## src/rtl/irda_sir_encoder.sv

```systemverilog
// IrDA SIR transmit encoder: UART framing with RZI 3/16-bit pulses for zero bits.
// Optional fixed 1.6 us pulse width: define IRDA_SIR_PULSE_1P6_EN.
module irda_sir_encoder #(
    parameter int PULSE_POS     = 7,
    parameter int PULSE_1P6_CYC = 16
) (
    input  logic       clk,
    input  logic       wb_rst_n,
    input  logic       sir_en,
    input  logic       baud16_en,
    input  logic       parity_en,
    input  logic       parity_even,
    input  logic       stop2,
    input  logic [7:0] tx_data,
    input  logic       tx_valid,
    output logic       tx_ready,
    output logic       tx_busy,
    output logic       tx_done,
    output logic       sir_enc_o
);

    typedef enum logic [2:0] {
        S_IDLE,
        S_START,
        S_DATA,
        S_PARITY,
        S_STOP
    } state_t;

    if (PULSE_POS < 1 || PULSE_POS > 13 || PULSE_1P6_CYC < 1) begin : g_bad_cfg
        $error("irda_sir_encoder: illegal PULSE_POS or PULSE_1P6_CYC");
    end

    state_t     r_state, w_state_nxt;
    logic [3:0] r_sub, w_sub_nxt;
    logic [2:0] r_bit, w_bit_nxt;
    logic [7:0] r_shift, w_shift_nxt;
    logic       r_par, w_par_nxt;
    logic       r_par_en, w_par_en_nxt;
    logic       r_stop2, w_stop2_nxt;
    logic       r_busy, w_busy_nxt;
    logic       r_done, w_done_nxt;
    logic       r_enc, w_enc_nxt;
    logic       w_xfer;
    logic       w_bit_end;
    logic       w_cur_bit;
    logic       w_in_win;

`ifdef IRDA_SIR_PULSE_1P6_EN
    localparam int PCW = $clog2(PULSE_1P6_CYC + 1);
    logic [PCW-1:0] r_pcnt, w_pcnt_nxt;
`endif

    assign tx_ready  = (r_state == S_IDLE) & sir_en & wb_rst_n;
    assign tx_busy   = r_busy;
    assign tx_done   = r_done;
    assign sir_enc_o = r_enc;

    assign w_xfer    = tx_valid & tx_ready;
    assign w_bit_end = baud16_en & (r_sub == 4'd15) & (r_state != S_IDLE);
    assign w_in_win  = (r_sub >= 4'(PULSE_POS)) && (r_sub <= 4'(PULSE_POS + 2));

    always_comb begin
        w_cur_bit = 1'b1;
        case (r_state)
            S_START:  w_cur_bit = 1'b0;
            S_DATA:   w_cur_bit = r_shift[0];
            S_PARITY: w_cur_bit = r_par;
            default:  w_cur_bit = 1'b1;
        endcase
    end

    always_comb begin
        w_state_nxt  = r_state;
        w_sub_nxt    = r_sub;
        w_bit_nxt    = r_bit;
        w_shift_nxt  = r_shift;
        w_par_nxt    = r_par;
        w_par_en_nxt = r_par_en;
        w_stop2_nxt  = r_stop2;
        w_busy_nxt   = r_busy;
        w_done_nxt   = 1'b0;
`ifdef IRDA_SIR_PULSE_1P6_EN
        w_pcnt_nxt = r_pcnt;
        w_enc_nxt  = (r_pcnt != '0);
        if (r_pcnt != '0)
            w_pcnt_nxt = r_pcnt - 1'b1;
        // Load on the strobe that moves the sub-counter onto PULSE_POS
        if ((r_state != S_IDLE) && baud16_en && !w_cur_bit
            && (r_sub == 4'(PULSE_POS - 1)))
            w_pcnt_nxt = PCW'(PULSE_1P6_CYC);
        if (w_bit_end) begin
            w_pcnt_nxt = '0;
            w_enc_nxt  = 1'b0;
        end
`else
        w_enc_nxt = (r_state != S_IDLE) & ~w_cur_bit & w_in_win;
`endif
        if (r_state == S_IDLE) begin
            if (w_xfer) begin
                w_shift_nxt  = tx_data;
                w_par_nxt    = parity_even ? ^tx_data : ~^tx_data;
                w_par_en_nxt = parity_en;
                w_stop2_nxt  = stop2;
                w_state_nxt  = S_START;
                w_sub_nxt    = 4'd0;
                w_bit_nxt    = 3'd0;
                w_busy_nxt   = 1'b1;
            end
        end else begin
            if (baud16_en)
                w_sub_nxt = r_sub + 4'd1;
            if (w_bit_end) begin
                case (r_state)
                    S_START: begin
                        w_state_nxt = S_DATA;
                        w_bit_nxt   = 3'd0;
                    end
                    S_DATA: begin
                        w_shift_nxt = {1'b0, r_shift[7:1]};
                        if (r_bit == 3'd7) begin
                            w_bit_nxt   = 3'd0;
                            w_state_nxt = r_par_en ? S_PARITY : S_STOP;
                        end else begin
                            w_bit_nxt = r_bit + 3'd1;
                        end
                    end
                    S_PARITY: w_state_nxt = S_STOP;
                    S_STOP: begin
                        if (r_stop2 && (r_bit == 3'd0)) begin
                            w_bit_nxt = 3'd1;
                        end else begin
                            w_state_nxt = S_IDLE;
                            w_bit_nxt   = 3'd0;
                            w_busy_nxt  = 1'b0;
                            w_done_nxt  = 1'b1;
                        end
                    end
                    default: w_state_nxt = S_IDLE;
                endcase
            end
        end
        // Abort silently: the in-flight byte is dropped without tx_done
        if (!sir_en) begin
            w_state_nxt = S_IDLE;
            w_sub_nxt   = 4'd0;
            w_bit_nxt   = 3'd0;
            w_busy_nxt  = 1'b0;
            w_done_nxt  = 1'b0;
            w_enc_nxt   = 1'b0;
`ifdef IRDA_SIR_PULSE_1P6_EN
            w_pcnt_nxt = '0;
`endif
        end
    end

    always_ff @(posedge clk or negedge wb_rst_n) begin
        if (!wb_rst_n) begin
            r_state  <= S_IDLE;
            r_sub    <= 4'd0;
            r_bit    <= 3'd0;
            r_shift  <= 8'd0;
            r_par    <= 1'b0;
            r_par_en <= 1'b0;
            r_stop2  <= 1'b0;
            r_busy   <= 1'b0;
            r_done   <= 1'b0;
            r_enc    <= 1'b0;
        end else begin
            r_state  <= w_state_nxt;
            r_sub    <= w_sub_nxt;
            r_bit    <= w_bit_nxt;
            r_shift  <= w_shift_nxt;
            r_par    <= w_par_nxt;
            r_par_en <= w_par_en_nxt;
            r_stop2  <= w_stop2_nxt;
            r_busy   <= w_busy_nxt;
            r_done   <= w_done_nxt;
            r_enc    <= w_enc_nxt;
        end
    end

`ifdef IRDA_SIR_PULSE_1P6_EN
    always_ff @(posedge clk or negedge wb_rst_n) begin
        if (!wb_rst_n)
            r_pcnt <= '0;
        else
            r_pcnt <= w_pcnt_nxt;
    end
`endif

endmodule

```

## config.mk

```make
export PLATFORM = sky130hd
export DESIGN_NAME = irda_sir_encoder
export DESIGN_NICKNAME = d
export VERILOG_FILES = /design/src/rtl/irda_sir_encoder.sv
export SDC_FILE = /design/constraint.sdc
export NUM_CORES = 1
export LEC_CHECK = 0
export CELL_PAD_IN_SITES_DETAIL_PLACEMENT = 1
export CELL_PAD_IN_SITES_GLOBAL_PLACEMENT = 1
export CORE_MARGIN = 10
export CORE_UTILIZATION = 38
export CTS_BUF_LIST = sky130_fd_sc_hd__clkbuf_16
export DETAILED_ROUTE_END_ITERATION = 10
export HOLD_SLACK_MARGIN = 0.08
export PLACE_DENSITY_LB_ADDON = 0.08
export SYNTH_ARGS = -nofsm -noshare
export SYNTH_HDL_FRONTEND = slang
export SYNTH_SLANG_ARGS = --single-unit
```

## constraint.sdc

```tcl
create_clock -name clk -period 2.08 [get_ports clk]
set_clock_uncertainty 0.15 [all_clocks]
set_input_delay 0.416 -clock clk [delete_from_list [all_inputs] [get_ports clk]]
set_output_delay 0.416 -clock clk [all_outputs]
set_load 0.02 [all_outputs]
```

## Yosys cells after proc, flatten, opt, wreduce, memory -nomap -nowiden

Index checks and enable logic that the tools add are counted.
Widths: inputs -> output; s select.

| operators by class | value |
|---|---|
| add/sub/neg operators | 2 |
| order comparisons | 2 |
| equal/unequal tests | 15 |
| multiplexer cells | 37 |
| bitwise gates (word level) | 8 |
| reductions and logical operators | 15 |

Operator list:

| kind | count |
|---|---|
| $mux 3 | 12 |
| $mux 8 | 4 |
| $mux 4 | 4 |
| $mux 1 | 14 |
| $pmux 3 s4 | 1 |
| $ne 3x1->1 const B | 3 |
| $pmux 3 s3 | 1 |
| $ne 4x4->1 const B | 2 |
| $reduce_and 4->1 | 2 |
| $reduce_xnor 8->1 | 1 |
| $reduce_xor 8->1 | 1 |
| $and 1x1->1 | 7 |
| $eq 3x2->1 const B | 2 |
| $eq 3x3->1 const B | 2 |
| $logic_not 3->1 | 2 |
| $ne 3x3->1 const B | 2 |
| $reduce_and 3->1 | 2 |
| $ne 5x1->1 const B | 1 |
| $add 4x1->4 const B | 1 |
| $eq 4x4->1 const B | 1 |
| $ge 4x3->1 const B | 1 |
| $le 4x4->1 const B | 1 |
| $reduce_and 2->1 | 2 |
| $reduce_bool 2->1 | 2 |
| 7 further kinds | 8 |

| storage, ports and cells | value |
|---|---|
| bits in registers | 24 |
| input port bits | 16 |
| output and inout port bits | 4 |
| logic and storage cells | 89 |

## Longest topological paths before layout

| depth | value |
|---|---|
| depth after elaboration | 7 |
| gate-level depth with buffers | 7 |
| mapped depth without buffers | 6 |

## Worst setup path after synthesis

No wires, ideal clock.

| path | value |
|---|---|
| path type | register -> register |
| start point | register r_bit[0] |
| end point | register r_state[0] |
| library setup time | 125 ps |
| arrival | 1842 ps |
| required time | 1805 ps |
| setup slack | -37 ps |
| cell stages (with the launch flop) | 7 |
| cells stage by stage | dfrtp_1 ha_1 ha_1 or4b_1 o2111ai_1 and3_4 mux2_4 |

| on the way | value |
|---|---|
| cells in the longest elaborated chain, start to end | 4 |
| elaborated cells between the ends (all ways) | 6 |
| those cells by class | eq/ne (3); reduce/logical (3) |

Ends and longest elaborated chain:

| item | RTL line | text |
|---|---|---|
| start: declaration | 36 | `logic [2:0] r_bit, w_bit_nxt;` |
| start signal: assignment | 172 | `r_bit <= w_bit_nxt;` |
| $logic_not 3->1 | 130 | `if (r_stop2 && (r_bit == 3'd0)) begin` |
| $logic_and 1x1->1 | 130 |  |
| $ne 4x4->1 (no source line) | -- |  |
| $reduce_and 4->1 (no source line) * | -- |  |
| end signal: assignment | 170 | `r_state <= w_state_nxt;` |
| end: declaration | 34 | `state_t r_state, w_state_nxt;` |

Mark *: on every way between the ends. The rest lies on a longest branch, timed or not.
A chain may end at the register's enable or synchronous reset.

## Worst setup path after layout

| path | value |
|---|---|
| start point | register r_bit[0] |
| end point | register r_state[2] |

Same word-level chain as after synthesis.

==> flow_summary.toml <==
[timing]
setup_ws_ns = -0.0263
finalCritPeriodShare_pct = 101
fin_crit_ns = 2.11
tightest_slew_ns = 0.279
setup-violations-final = 2
rsz0062_at_grt = "yes"
maxClockFrequency_ghz = 0.475
final_max_slew_viol_count = 0
hold_violations = 0
relSlewSlack_pct = 81.1

[yosys]
syn-num-nets = 177
ys_warn_count = 0
synthAdderAreaFrac_pct = 4.98
avgSynthCellArea_sq_um = 9.74
synth_cell_types = 47
muxShareOfSynthArea_pct = 6.05
syn_area_sq_um = 1510
synth_cells = 155
ys_ff_latch = 24
synthXorXnorAreaFrac_pct = 5.56
synth_top_family_by_area = "simple AND/OR/NAND/NOR gates"
synth-compound-area-share_pct = 14.5
synth-simple-area-share_pct = 23.5
yosysSeqAreaShare_pct = 39.8

[die]
die_width_microns = 83.0
io_pins = 20
row_count = 22
start_util_pct = 40.3
coreArea_sq_um = 3740
die_h_microns = 83.0
dieArea_sq_um = 6890

[setup_path]
start_kind = "flop"
path_max_fanout = 2
worst_ep_required_time_ns = 2.07
slowest_stage = "or4b_4"
path_buf_inv = 0
reg2reg_from = "r_bit[0]"
slowest_delay_ns = 0.49
end_kind = "flop"
path_depth = 6
regToRegEndpoint = "r_state[2]"
crit_path_cell_trace = "ha_2 > ha_4 > or4b_4 > o2111ai_2 > and3_4 > mux2_4"
crit_end = "r_state[2]"
startpoint = "r_bit[0]"
path_class = "reg2reg"
arrival_ns = 2.10
r2r_cells = 6
r2r_slack_ns = -0.03
cpLargestDelayFamily = "simple AND/OR/NAND/NOR gates"

[cells_and_area]
finish.utilization_pct = 53.2
area_growth_pct = 32.0
layout.cells.most_common_list = "dfrtp_1 (24), nand2_1 (21), buf_4 (21)"
final_common_cell = "dfrtp_1"
layout.nets = 215
fin_area_sq_um = 1990
drive_gt1_share_pct = 22.5
num_antenna_cells = 0

[placed_design]
port_buffers = 19
dpl_cell_area_sq_um = 1870
hpwl_mm = 3.05
gp_congestion = 0.823

[power]
ir_drop_v = 0.000378
pwr_density_cell_nw_per_um2 = 710
power.leakage_nw = 0.862

[status]
status = "complete, but fails checks"
violations = "negative setup slack"

[route]
drc = 0
drtPass1Iterations = 4
wirelength_mm = 4.05
drt-wirelength-per-cell_microns = 16.9
drtAntennaViolNets = 0
drt_iter0_drc = 69
vias_per_cell = 5.51
num_vias = 1316

[grt]
antenna_found_initial = 0
grt_pass1_wl_mm = 6.94
track_usage_pct = 11.9
grt_pass1_vias = 1347
overflow = 0
grt_max_degree = 17

[cts]
clock_latency_ns = 0.26
clk_root_buffer_cell = "clkbuf_16"
cts_max_level = 1
clk_pin_slew_ns = 0.06
numClockSinks = 24
cts_tree = "yes"
cts_buffer_depth = 2
cts_hold_buffers = 0
numCtsBuffers = 3

[worst_hold_path]
hold_path_class = "in2async"

[flow_run]
drv.max_cap_violation_count = 0
==> routing by layer <==
metal	part of all wire [%]	global-route usage (%)	wire length [microns]	vias up
met1	45	14.6	1830	651
met2	49	19.3	1980	30
met5	0	0	0	-
li1	-	-	-	629
met3	4.2	2.83	169	6
met4	1.6	4.77	65	0
==> Yosys cell counts, drive strengths merged <==
cell type / count / area share [%]
nand4b: 1 / 0.58
a31oi: 8 / 3.7
nand3b: 1 / 0.50
a32oi: 1 / 0.58
nand4: 3 / 1.2
buf: 6 / 3.4
nor2b: 4 / 1.7
mux2i: 2 / 1.3
xor2: 2 / 1.2
o21bai: 1 / 0.50
nand4bb: 1 / 0.75
o21ai: 6 / 2.0
nand3: 4 / 1.3
nor3: 3 / 0.99
o211ai: 1 / 0.50
or2: 1 / 0.58
nand2: 21 / 5.2
nor4b: 1 / 0.58
o22ai: 2 / 1.7
and4: 1 / 0.58
clkbuf: 2 / 0.50
o2111ai: 1 / 0.58
and4b: 1 / 0.66
mux2: 5 / 4.7
ha: 6 / 5.0
xnor3: 1 / 1.5
xnor2: 5 / 2.9
a21boi: 4 / 2.0
a21oi: 5 / 1.7
or3b: 3 / 1.7
nor2: 11 / 2.9
or3: 1 / 0.41
or4b: 1 / 0.66
nor3b: 3 / 1.5
o21a: 1 / 0.50
dfrtp: 24 / 40
and3: 3 / 1.6
inv: 7 / 1.7
a2111o: 1 / 0.75
==> metrics by stage <==
stage | total power, mW | hold slack, ns | TNS (ns) | std cells | setup WS (ns)
finish | 1.41 | 0.348 | -0.0475 | 239 | -0.0263
global route | 1.51 | 0.358 | -0.119 | 239 | -0.0598
CTS | 1.42 | 0.347 | -0.0412 | 237 | -0.0232
detailed placement | 1.00 | 0.338 | -1.21 | 234 | -0.216
global placement | 0.983 | 0.326 | -0.928 | 234 | -0.217
floorplan | 0.843 | -0.0296 | -0.0262 | 155 | -0.0131
==> worst min-delay path by stage <==
stage	endpoint	slack (ns)	cells past startpoint
after floorplan	r_bit[0]	-0.03	0
after global placement	r_par	0.33	2
after detailed placement	r_par	0.34	2
after CTS	r_sub[0]	0.35	2
after global routing	r_sub[0]	0.36	2
final	r_sub[0]	0.35	2
==> worst register-to-register path: stages (launching register included) <==
cell       delay (ns)
dfrtp_1          0.39
ha_2             0.19
ha_4             0.16
or4b_4           0.49
o2111ai_2        0.09
and3_4           0.23
mux2_4           0.29
==> sequential cells by signal, summed over array words and instances, names as in the netlist <==
| register | count |
|---|---|
| r_par_en | 1 |
| sir_enc_o | 1 |
| r_state | 3 |
| r_bit | 3 |
| r_par | 1 |
| r_shift | 8 |
| tx_done | 1 |
| tx_busy | 1 |
| r_sub | 4 |
| r_stop2 | 1 |
==> power breakdown <==
group / switching, mW / internal [mW]
combinational: 0.194 / 0.198
sequential: 0.0546 / 0.550
clock: 0.162 / 0.255
total: 0.411 / 1.00
==> final cells by class <==
type | instances | area (sq um)
multi-input combinational | 116 | 867
fill | 448 | 1750
clock buffer | 3 | 75.1
timing repair buffer | 41 | 363
tap | 48 | 60.1
sequential | 24 | 601
inverter | 7 | 26.3
==> cells by family (layout without fill, tap and decap cells) <==
| logic type | count (synthesis) | count (layout) |
|---|---|---|
| AND/OR/NAND/NOR | 64 | 64 |
| AO/OA/AOI/OAI | 31 | 31 |
| adder cells (fa/ha/maj) | 6 | 6 |
| XOR/XNOR | 8 | 8 |
| buffers and inverters | 15 | 51 |
| multiplexers | 7 | 7 |
| flip-flops | 24 | 24 |
==> repair_timing <==
action | CTS | global route
endpoints found under the setup margin | 3 | 6
buffers inserted | 0 | 2
resized for setup | 4 | 4
pin swaps | 2 | 0
Note: power is estimated with default switching activity, not from simulation.
